### config.mk
export PLATFORM = sky130hd
export DESIGN_NAME = arp_cache_table
export DESIGN_NICKNAME = d
export VERILOG_FILES = /design/src/rtl/arp_cache_pkg.sv /design/src/rtl/arp_cache_table_age_tick.sv /design/src/rtl/arp_cache_table.sv
export SDC_FILE = /design/constraint.sdc
export NUM_CORES = 2
export LEC_CHECK = 0
export CAP_MARGIN = 15
export CORE_UTILIZATION = 55
export DETAILED_ROUTE_END_ITERATION = 16
export PLACE_DENSITY = 0.73
export SLEW_MARGIN = 40
export SYNTH_ARGS = -nofsm -noshare
export SYNTH_HDL_FRONTEND = slang
export SYNTH_SLANG_ARGS = --single-unit
### constraint.sdc
create_clock -name tx_clk -period 3.5 [get_ports tx_clk]
set_clock_uncertainty 0.2 [all_clocks]
set_input_delay 0.875 -clock tx_clk [delete_from_list [all_inputs] [get_ports tx_clk]]
set_output_delay 0.875 -clock tx_clk [all_outputs]
set_load 0.05 [all_outputs]
### src/rtl/arp_cache_pkg.sv
// Shared types and constants for the ARP cache: lookup FSM encoding, table entry layout,
// and the helpers that turn clock frequency into second / timeout cycle counts.
package arp_cache_pkg;

    typedef enum logic [2:0] {
        ST_IDLE,
        ST_SCAN,
        ST_REQ,
        ST_WAIT,
        ST_DONE_HIT,
        ST_DONE_FAIL
    } fsm_state_e;

    localparam int unsigned DEFAULT_CLK_FREQ_HZ    = 125000000;
    localparam int unsigned DEFAULT_REQ_TIMEOUT_MS = 100;

    typedef struct packed {
        logic        valid;
        logic [31:0] ip;
        logic [47:0] mac;
        logic [7:0]  age;
    } entry_t;

    function automatic logic [31:0] second_cycles(input int unsigned clk_hz);
        logic [31:0] c;
        c = 32'(clk_hz);
        if (c == 32'd0) c = 32'd1;
        return c;
    endfunction

    // Slow test clocks can round the timeout to zero; one cycle is the floor.
    function automatic logic [31:0] timeout_cycles(input int unsigned clk_hz, input int unsigned ms);
        logic [31:0] c;
        c = 32'(clk_hz / 1000 * ms);
        if (c == 32'd0) c = 32'd1;
        return c;
    endfunction

endpackage

### src/rtl/arp_cache_table_age_tick.sv
// One-second prescaler: raises tick for a single cycle every CLK_FREQ_HZ cycles.
module arp_age_tick
    import arp_cache_pkg::*;
#(
    parameter int unsigned CLK_FREQ_HZ = DEFAULT_CLK_FREQ_HZ
) (
    input  logic tx_clk,
    input  logic reset_n,
    output logic tick
);

    localparam logic [31:0] LAST = second_cycles(CLK_FREQ_HZ) - 32'd1;

    logic [31:0] cnt_q, cnt_d;

    assign tick = (cnt_q == LAST);

    always_comb begin
        cnt_d = tick ? 32'd0 : cnt_q + 32'd1;
    end

    always_ff @(posedge tx_clk or negedge reset_n) begin
        if (!reset_n) cnt_q <= 32'd0;
        else          cnt_q <= cnt_d;
    end

endmodule

### src/rtl/arp_cache_table.sv
// ARP MAC cache: DEPTH flop entries with ageing and oldest-first replacement, plus a lookup
// FSM that scans the table one entry per cycle and issues timed ARP requests on a miss.
module arp_cache_table
    import arp_cache_pkg::*;
#(
    parameter int DEPTH          = 8,
    parameter int CLK_FREQ_HZ    = 125000000,
    parameter int ARP_AGE        = 60,
    parameter int REQ_TIMEOUT_MS = 100,
    parameter int REQ_RETRY      = 3
) (
    input  logic                     tx_clk,
    input  logic                     reset_n,
    input  logic                     flush,
    input  logic                     w_en,
    input  logic [47:0]              w_mac_address,
    input  logic [31:0]              w_ip_address,
    input  logic                     r_en,
    input  logic [31:0]              r_ip_addr,
    output logic                     r_busy,
    output logic                     r_e,
    output logic                     r_hit,
    output logic [47:0]              r_mac_addr,
    output logic                     request_send_en,
    output logic [31:0]              request_ip_addr,
    output logic [$clog2(DEPTH):0]   entry_count,
    output fsm_state_e               dbg_state
);

    localparam int          IW  = $clog2(DEPTH);
    localparam int          CW  = IW + 1;
    localparam logic [31:0] TMO = timeout_cycles(CLK_FREQ_HZ, REQ_TIMEOUT_MS);

    entry_t        tbl_q [DEPTH];
    entry_t        tbl_d [DEPTH];
    logic [IW-1:0] rep_ptr_q, rep_ptr_d;
    logic [CW-1:0] cnt_q, cnt_d;
    logic          wr_hit, wr_free;
    logic [IW-1:0] wr_hit_idx, wr_free_idx, wr_idx;
    logic          tick;

    fsm_state_e    state_q, state_d;
    logic [IW-1:0] idx_q, idx_d;
    logic [31:0]   ip_q, ip_d;
    logic [47:0]   mac_q, mac_d;
    logic [31:0]   req_ip_q, req_ip_d;
    logic          req_pulse_q, req_pulse_d;
    logic [3:0]    retry_q, retry_d;
    logic [31:0]   tmo_q, tmo_d;
    logic          w_match;

    arp_age_tick #(.CLK_FREQ_HZ(CLK_FREQ_HZ)) u_age_tick (
        .tx_clk  (tx_clk),
        .reset_n (reset_n),
        .tick    (tick)
    );

    // Descending scan so the lowest matching / free index wins.
    always_comb begin
        wr_hit      = 1'b0;
        wr_free     = 1'b0;
        wr_hit_idx  = '0;
        wr_free_idx = '0;
        for (int i = DEPTH - 1; i >= 0; i--) begin
            if (tbl_q[i].valid && tbl_q[i].ip == w_ip_address) begin
                wr_hit     = 1'b1;
                wr_hit_idx = IW'(i);
            end
            if (!tbl_q[i].valid) begin
                wr_free     = 1'b1;
                wr_free_idx = IW'(i);
            end
        end
        wr_idx = wr_hit ? wr_hit_idx : (wr_free ? wr_free_idx : rep_ptr_q);
    end

    // Ageing first, then the write overrides its slot, then flush overrides everything.
    always_comb begin
        rep_ptr_d = rep_ptr_q;
        for (int i = 0; i < DEPTH; i++) begin
            tbl_d[i] = tbl_q[i];
            if (tick && tbl_q[i].valid) begin
                if (tbl_q[i].age >= 8'(ARP_AGE - 1)) begin
                    tbl_d[i].valid = 1'b0;
                    tbl_d[i].age   = 8'd0;
                end else begin
                    tbl_d[i].age = tbl_q[i].age + 8'd1;
                end
            end
        end
        if (w_en) begin
            tbl_d[wr_idx] = '{valid: 1'b1, ip: w_ip_address, mac: w_mac_address, age: 8'd0};
            if (!wr_hit && !wr_free) rep_ptr_d = rep_ptr_q + IW'(1);
        end
        if (flush) begin
            rep_ptr_d = '0;
            for (int i = 0; i < DEPTH; i++) begin
                tbl_d[i].valid = 1'b0;
                tbl_d[i].age   = 8'd0;
            end
        end
        cnt_d = '0;
        for (int i = 0; i < DEPTH; i++) cnt_d = cnt_d + CW'(tbl_q[i].valid);
    end

    // r_en is a request qualified by r_busy=0 (ready); r_e is a one-cycle completion strobe
    // with r_hit qualifying it. A pending lookup cannot be cancelled except by reset.
    assign w_match = w_en && !flush && (w_ip_address == ip_q);

    always_comb begin
        state_d     = state_q;
        idx_d       = idx_q;
        ip_d        = ip_q;
        mac_d       = mac_q;
        req_ip_d    = req_ip_q;
        req_pulse_d = 1'b0;
        retry_d     = retry_q;
        tmo_d       = tmo_q;
        case (state_q)
            ST_IDLE, ST_DONE_HIT, ST_DONE_FAIL: begin
                state_d = ST_IDLE;
                if (r_en) begin
                    ip_d    = r_ip_addr;
                    idx_d   = '0;
                    state_d = ST_SCAN;
                end
            end
            ST_SCAN: begin
                if (w_match) begin
                    mac_d   = w_mac_address;
                    state_d = ST_DONE_HIT;
                end else if (tbl_q[idx_q].valid && tbl_q[idx_q].ip == ip_q) begin
                    mac_d   = tbl_q[idx_q].mac;
                    state_d = ST_DONE_HIT;
                end else if (idx_q == IW'(DEPTH - 1)) begin
                    retry_d = 4'd0;
                    state_d = ST_REQ;
                end else begin
                    idx_d = idx_q + IW'(1);
                end
            end
            ST_REQ: begin
                req_pulse_d = 1'b1;
                req_ip_d    = ip_q;
                retry_d     = retry_q + 4'd1;
                tmo_d       = TMO;
                state_d     = ST_WAIT;
            end
            ST_WAIT: begin
                // WAIT spans TMO cycles, so requests are spaced TMO+1 cycles apart.
                if (w_match) begin
                    mac_d   = w_mac_address;
                    state_d = ST_DONE_HIT;
                end else if (tmo_q <= 32'd1) begin
                    state_d = (retry_q < 4'(REQ_RETRY)) ? ST_REQ : ST_DONE_FAIL;
                end else begin
                    tmo_d = tmo_q - 32'd1;
                end
            end
            default: state_d = ST_IDLE;
        endcase
    end

    always_ff @(posedge tx_clk or negedge reset_n) begin
        if (!reset_n) begin
            for (int i = 0; i < DEPTH; i++) tbl_q[i] <= '0;
            rep_ptr_q   <= '0;
            cnt_q       <= '0;
            state_q     <= ST_IDLE;
            idx_q       <= '0;
            ip_q        <= '0;
            mac_q       <= '0;
            req_ip_q    <= '0;
            req_pulse_q <= 1'b0;
            retry_q     <= '0;
            tmo_q       <= '0;
        end else begin
            for (int i = 0; i < DEPTH; i++) tbl_q[i] <= tbl_d[i];
            rep_ptr_q   <= rep_ptr_d;
            cnt_q       <= cnt_d;
            state_q     <= state_d;
            idx_q       <= idx_d;
            ip_q        <= ip_d;
            mac_q       <= mac_d;
            req_ip_q    <= req_ip_d;
            req_pulse_q <= req_pulse_d;
            retry_q     <= retry_d;
            tmo_q       <= tmo_d;
        end
    end

    assign r_busy          = (state_q == ST_SCAN) || (state_q == ST_REQ) || (state_q == ST_WAIT);
    assign r_e             = (state_q == ST_DONE_HIT) || (state_q == ST_DONE_FAIL);
    assign r_hit           = (state_q == ST_DONE_HIT);
    assign r_mac_addr      = mac_q;
    assign request_send_en = req_pulse_q;
    assign request_ip_addr = req_ip_q;
    assign entry_count     = cnt_q;
    assign dbg_state       = state_q;

endmodule
==> results.txt <==
----------------------------------------------------
[Clock tree]
  Number of clock sinks ... 906
  TritonCTS clock tree ... done
  # H-tree levels ... 3
  Number of buffers between clock root and the deepest sink ... 3
  Clock transition at the registers of the reported paths ... 70 ps
  Number of clock buffers inserted by TritonCTS ... between 90 and 100
  Clock root buffer ... clkbuf_16
  Clock network latency to the later pin of the worst-skew pair ... 700 ps

[Routing]
  WL/cell ... just over 30 um
  Vias per inst ... about 6.4
  Total wire length after detailed routing ... approximately 170 mm
  Count of antenna-violating nets left after detailed routing ... 0
  First-pass iteration count of the detailed router ... 5
  1st-iter DRT viols ... about 3.5k
  Number of remaining DRC errors ... 0
  Count of vias placed by the detailed router ... between 30k and 40k

[Global route]
  Overflow left after global routing ... 0
  Global-route wire length before repair ... 238 mm
  Number of global-route vias before repair ... about 36k
  Largest net degree at the start of global routing ... ~120
  All-Layer GR Usage ... 0.381
  Initial antenna violation count ... 2

[Power and ir drop]
  Part of the total power dissipated in sequential elements ... 0.349
  Internal power ... approximately 25 mW
  IR Drop Worst-Case VDD ... 0.000512 V
  Share of total power in combinational logic ... 0.368
  Pwr/cell area ... around 610 nW/um2
  Leakage power total ... between 20 and 30 nW
  Switching component of the power ... approximately 14 mW
  Clock network power share ... 0.282
  Net switching share of the total power ... 0.356

[Critical path]
  Largest delay share family, worst path ... buffers and inverters
  Data arrival time of the critical path ... approximately 4200 ps
  Buffering stage count on the worst path with inverters included ... 6
  Worst setup EP type ... flop
  Levels on crit path ... 14
  Chain of cells forming the critical path ... buf_12 -> clkbuf_16 -> buf_12 -> and2b_2 -> a22oi_1 -> nand4_1 -> a22oi_2 -> nand4_1 -> buf_4 -> nor4_4 -> buf_4 -> a22oi_2 -> buf_12 -> mux2_2
  Largest stage delay on the critical path ... roughly 570 ps
  CP Max Fanout ... 49
  Slowest CP cell ... dfrtp_4
  Setup crit start kind ... flop
  Data required time of the worst path ... about 3800 ps
  Worst Reg2Reg Path Length in Cells ... 14
  Category of the critical setup timing path ... reg2reg
  Cell mode on critical path ... buf_12

[Layout]
  Post-Layout Cell Count ... around 5.5k
  Antenna diodes ... 0
  Area growth syn-to-layout ... 39.8%
  Fin util ... 0.777
  Fraction of layout instances using a drive strength above 1 ... 0.463
  Fin nets ... around 4.5k
  Filler cell count in the final layout ... roughly 4.6k

[Synth]
  Fraction of synthesis flops using an asynchronous set or reset pin ... 1.00
  Number of flops mapped to enable cells by yosys ... 0
  Cell types with the largest area share after synthesis ... dfrtp_1, mux2_2, mux4_2
  Nets in the synthesized netlist ... between 3k and 4k
  Post-Synthesis Cells ... 3,596
  Fraction of post-synthesis cell area in the top cell type by area ... 0.498
  Seq cells post-synth ... about 910
  Commonest cells in the synthesized netlist ... dfrtp_1, mux2_2, nand2_1, xor2_1, xnor2_1
  Average instance area after synthesis ... 12.7 um2
  Count leader, synth ... dfrtp_1
  Number of different library cells in the post-synthesis netlist ... ~70
  Ys flop type ... dfrtp_1
  Top cell type by total area after synthesis ... dfrtp_1
  Cell area after synthesis ... around 46,000 um2
  Sequential element share of the synthesized area ... 0.498
  Number of warnings reported in the yosys synthesis log ... 0

[STA]
  Final TNS setup ... -157,650 ps
  Worst setup margin ... -347 ps
  Final hold violations ... 0
  Minimum period implied by the final worst setup slack ... 3850 ps
  RSZ-0062 raised after global routing ... yes
  Final worst path period share ... 1.10
  Max Slew Vio Count ... 0
  Final setup violation count ... 761
  Fmax ... about 0.26 GHz
  Transition time of the tightest slew-check pin ... 879 ps
  Relative slew slack ... 0.414

[Floorplanning]
  IO Pins ... 208
  Core Rows ... ~110
  Area of the core ... ~80,000 um2
  Full die area ... around 84,000 um2
  Initial cell density of the core ... 0.556
  Die extent in x ... 290 um
  Die Y ... 290 um

[Worst hold path]
  Worst hold path stage count ... 1
  Worst hold-check path type ... reg2reg

[Status]
  Run status ... finished with violations
  Violations in the final reports ... negative setup slack

[Placed design]
  Port Buffers ... between 200 and 250
  Placer Congestion ... 1.07
  Cells after DPL ... 5,145
  Post-detail-place hpwl ... 102 mm

[Flow run]
  Max Cap Viol ... 0

----------------------------------------------------
## power groups by stage
stage / clock network [mW] / registers, mW / logic [mW]
finish: 10.9 / 13.5 / 14.2
global route: 11.4 / 13.6 / 14.8
CTS: 10.9 / 13.3 / 13.1
detailed placement: 0 / 13.4 / 12.4
global placement: 0 / 13.3 / 12.2
floorplan: 0 / 13.5 / 6.80
## logic make-up (layout without fill, tap and decap cells)
| group | Yosys count | count (layout) | share of synthesized area |
|---|---|---|---|
| flops | 906 | 906 | 0.498 |
| simple gates | 843 | 844 | 0.0941 |
| fa+ha+maj | 24 | 24 | 0.00725 |
| xor+xnor | 387 | 387 | 0.0744 |
| compound gates | 228 | 228 | 0.0303 |
| mux | 945 | 945 | 0.270 |
| buf+inv | 263 | 1115 | 0.0264 |
## metal layers
| metal | vias up | global-route usage | share of wire | wire length, um |
|---|---|---|---|---|
| met4 | 0 | 0.161 | 0.053 | 8880 |
| li1 | 14400 | - | - | - |
| met3 | 520 | 0.0778 | 0.094 | 15700 |
| met5 | - | 0 | 0 | 0 |
| met1 | 18300 | 0.523 | 0.39 | 65400 |
| met2 | 1964 | 0.594 | 0.46 | 76700 |
## metrics by stage
step / total power [mW] / hold WS (ps) / area (um2) / setup slack, ps
6_report: 38.7 / 274 / 63700 / -347
5_1_grt: 39.8 / 301 / 63700 / -406
4_1_cts: 37.3 / 274 / 61700 / -222
3_5_place_dp: 25.8 / 263 / 53100 / -1520
3_3_place_gp: 25.5 / 255 / 53100 / -1660
2_1_floorplan: 20.3 / 233 / 46500 / -383
## placed cells by master (no fill, tap or decap), types with 12 or more instances in the layout
master / n
nand3_1: 69
clkdlybuf4s50_1: 174
buf_16: 28
nor4_2: 43
nor3_1: 39
and3_1: 30
clkbuf_16: 111
xnor2_4: 12
xnor2_2: 24
nand4_1: 63
ha_1: 20
buf_12: 119
buf_6: 95
inv_1: 34
nor4_1: 52
xor2_1: 108
dfrtp_1: 891
clkbuf_1: 17
xnor2_1: 127
buf_2: 18
mux2_4: 393
mux2_2: 297
clkinv_2: 18
mux2i_1: 108
buf_8: 30
dfrtp_2: 12
nor2b_1: 17
clkbuf_8: 26
a21oi_1: 53
buf_4: 418
nor2_1: 117
xor2_4: 63
o21ai_0: 79
nand4b_1: 12
xor2_2: 53
nor4_4: 17
mux4_2: 143
nand2_1: 258
## what timing repair did
item                                    in CTS  in global routing
pin swaps                                   90                 71
endpoints found under the hold margin       14                  0
cloned                                      47                 16
setup buffers                              114                 75
resized for setup                          701                394
hold buffers                                 1                  0
endpoints found under the setup margin     801                765
## worst paths after layout
check / from / end / slack [ps]
max: idx_q[2]$_DFFE_PN0P_ / r_mac_addr[21]$_DFFE_PN0P_ / -350
min: u_age_tick.cnt_q[0]$_DFF_PN0_ / u_age_tick.cnt_q[0]$_DFF_PN0_ / 270
max reg2reg: idx_q[2]$_DFFE_PN0P_ / r_mac_addr[21]$_DFFE_PN0P_ / -350
min reg2reg: u_age_tick.cnt_q[0]$_DFF_PN0_ / u_age_tick.cnt_q[0]$_DFF_PN0_ / 270
max in group asynchronous: reset_n / async pin / 1560
min in group asynchronous: reset_n / async pin / 500
## area by class of cell
class                   instances  area [um2]  share of cell area
multi-input cells            2428       26100               0.409
flip-flops and latches        906       22700               0.356
repair buffers                904       10100               0.159
clock buffers                 140        2850              0.0447
well taps                    1070        1340              0.0210
clock inverters                36         512             0.00803
inverters                      35         131             0.00206
(Power assumes the default switching activity.)
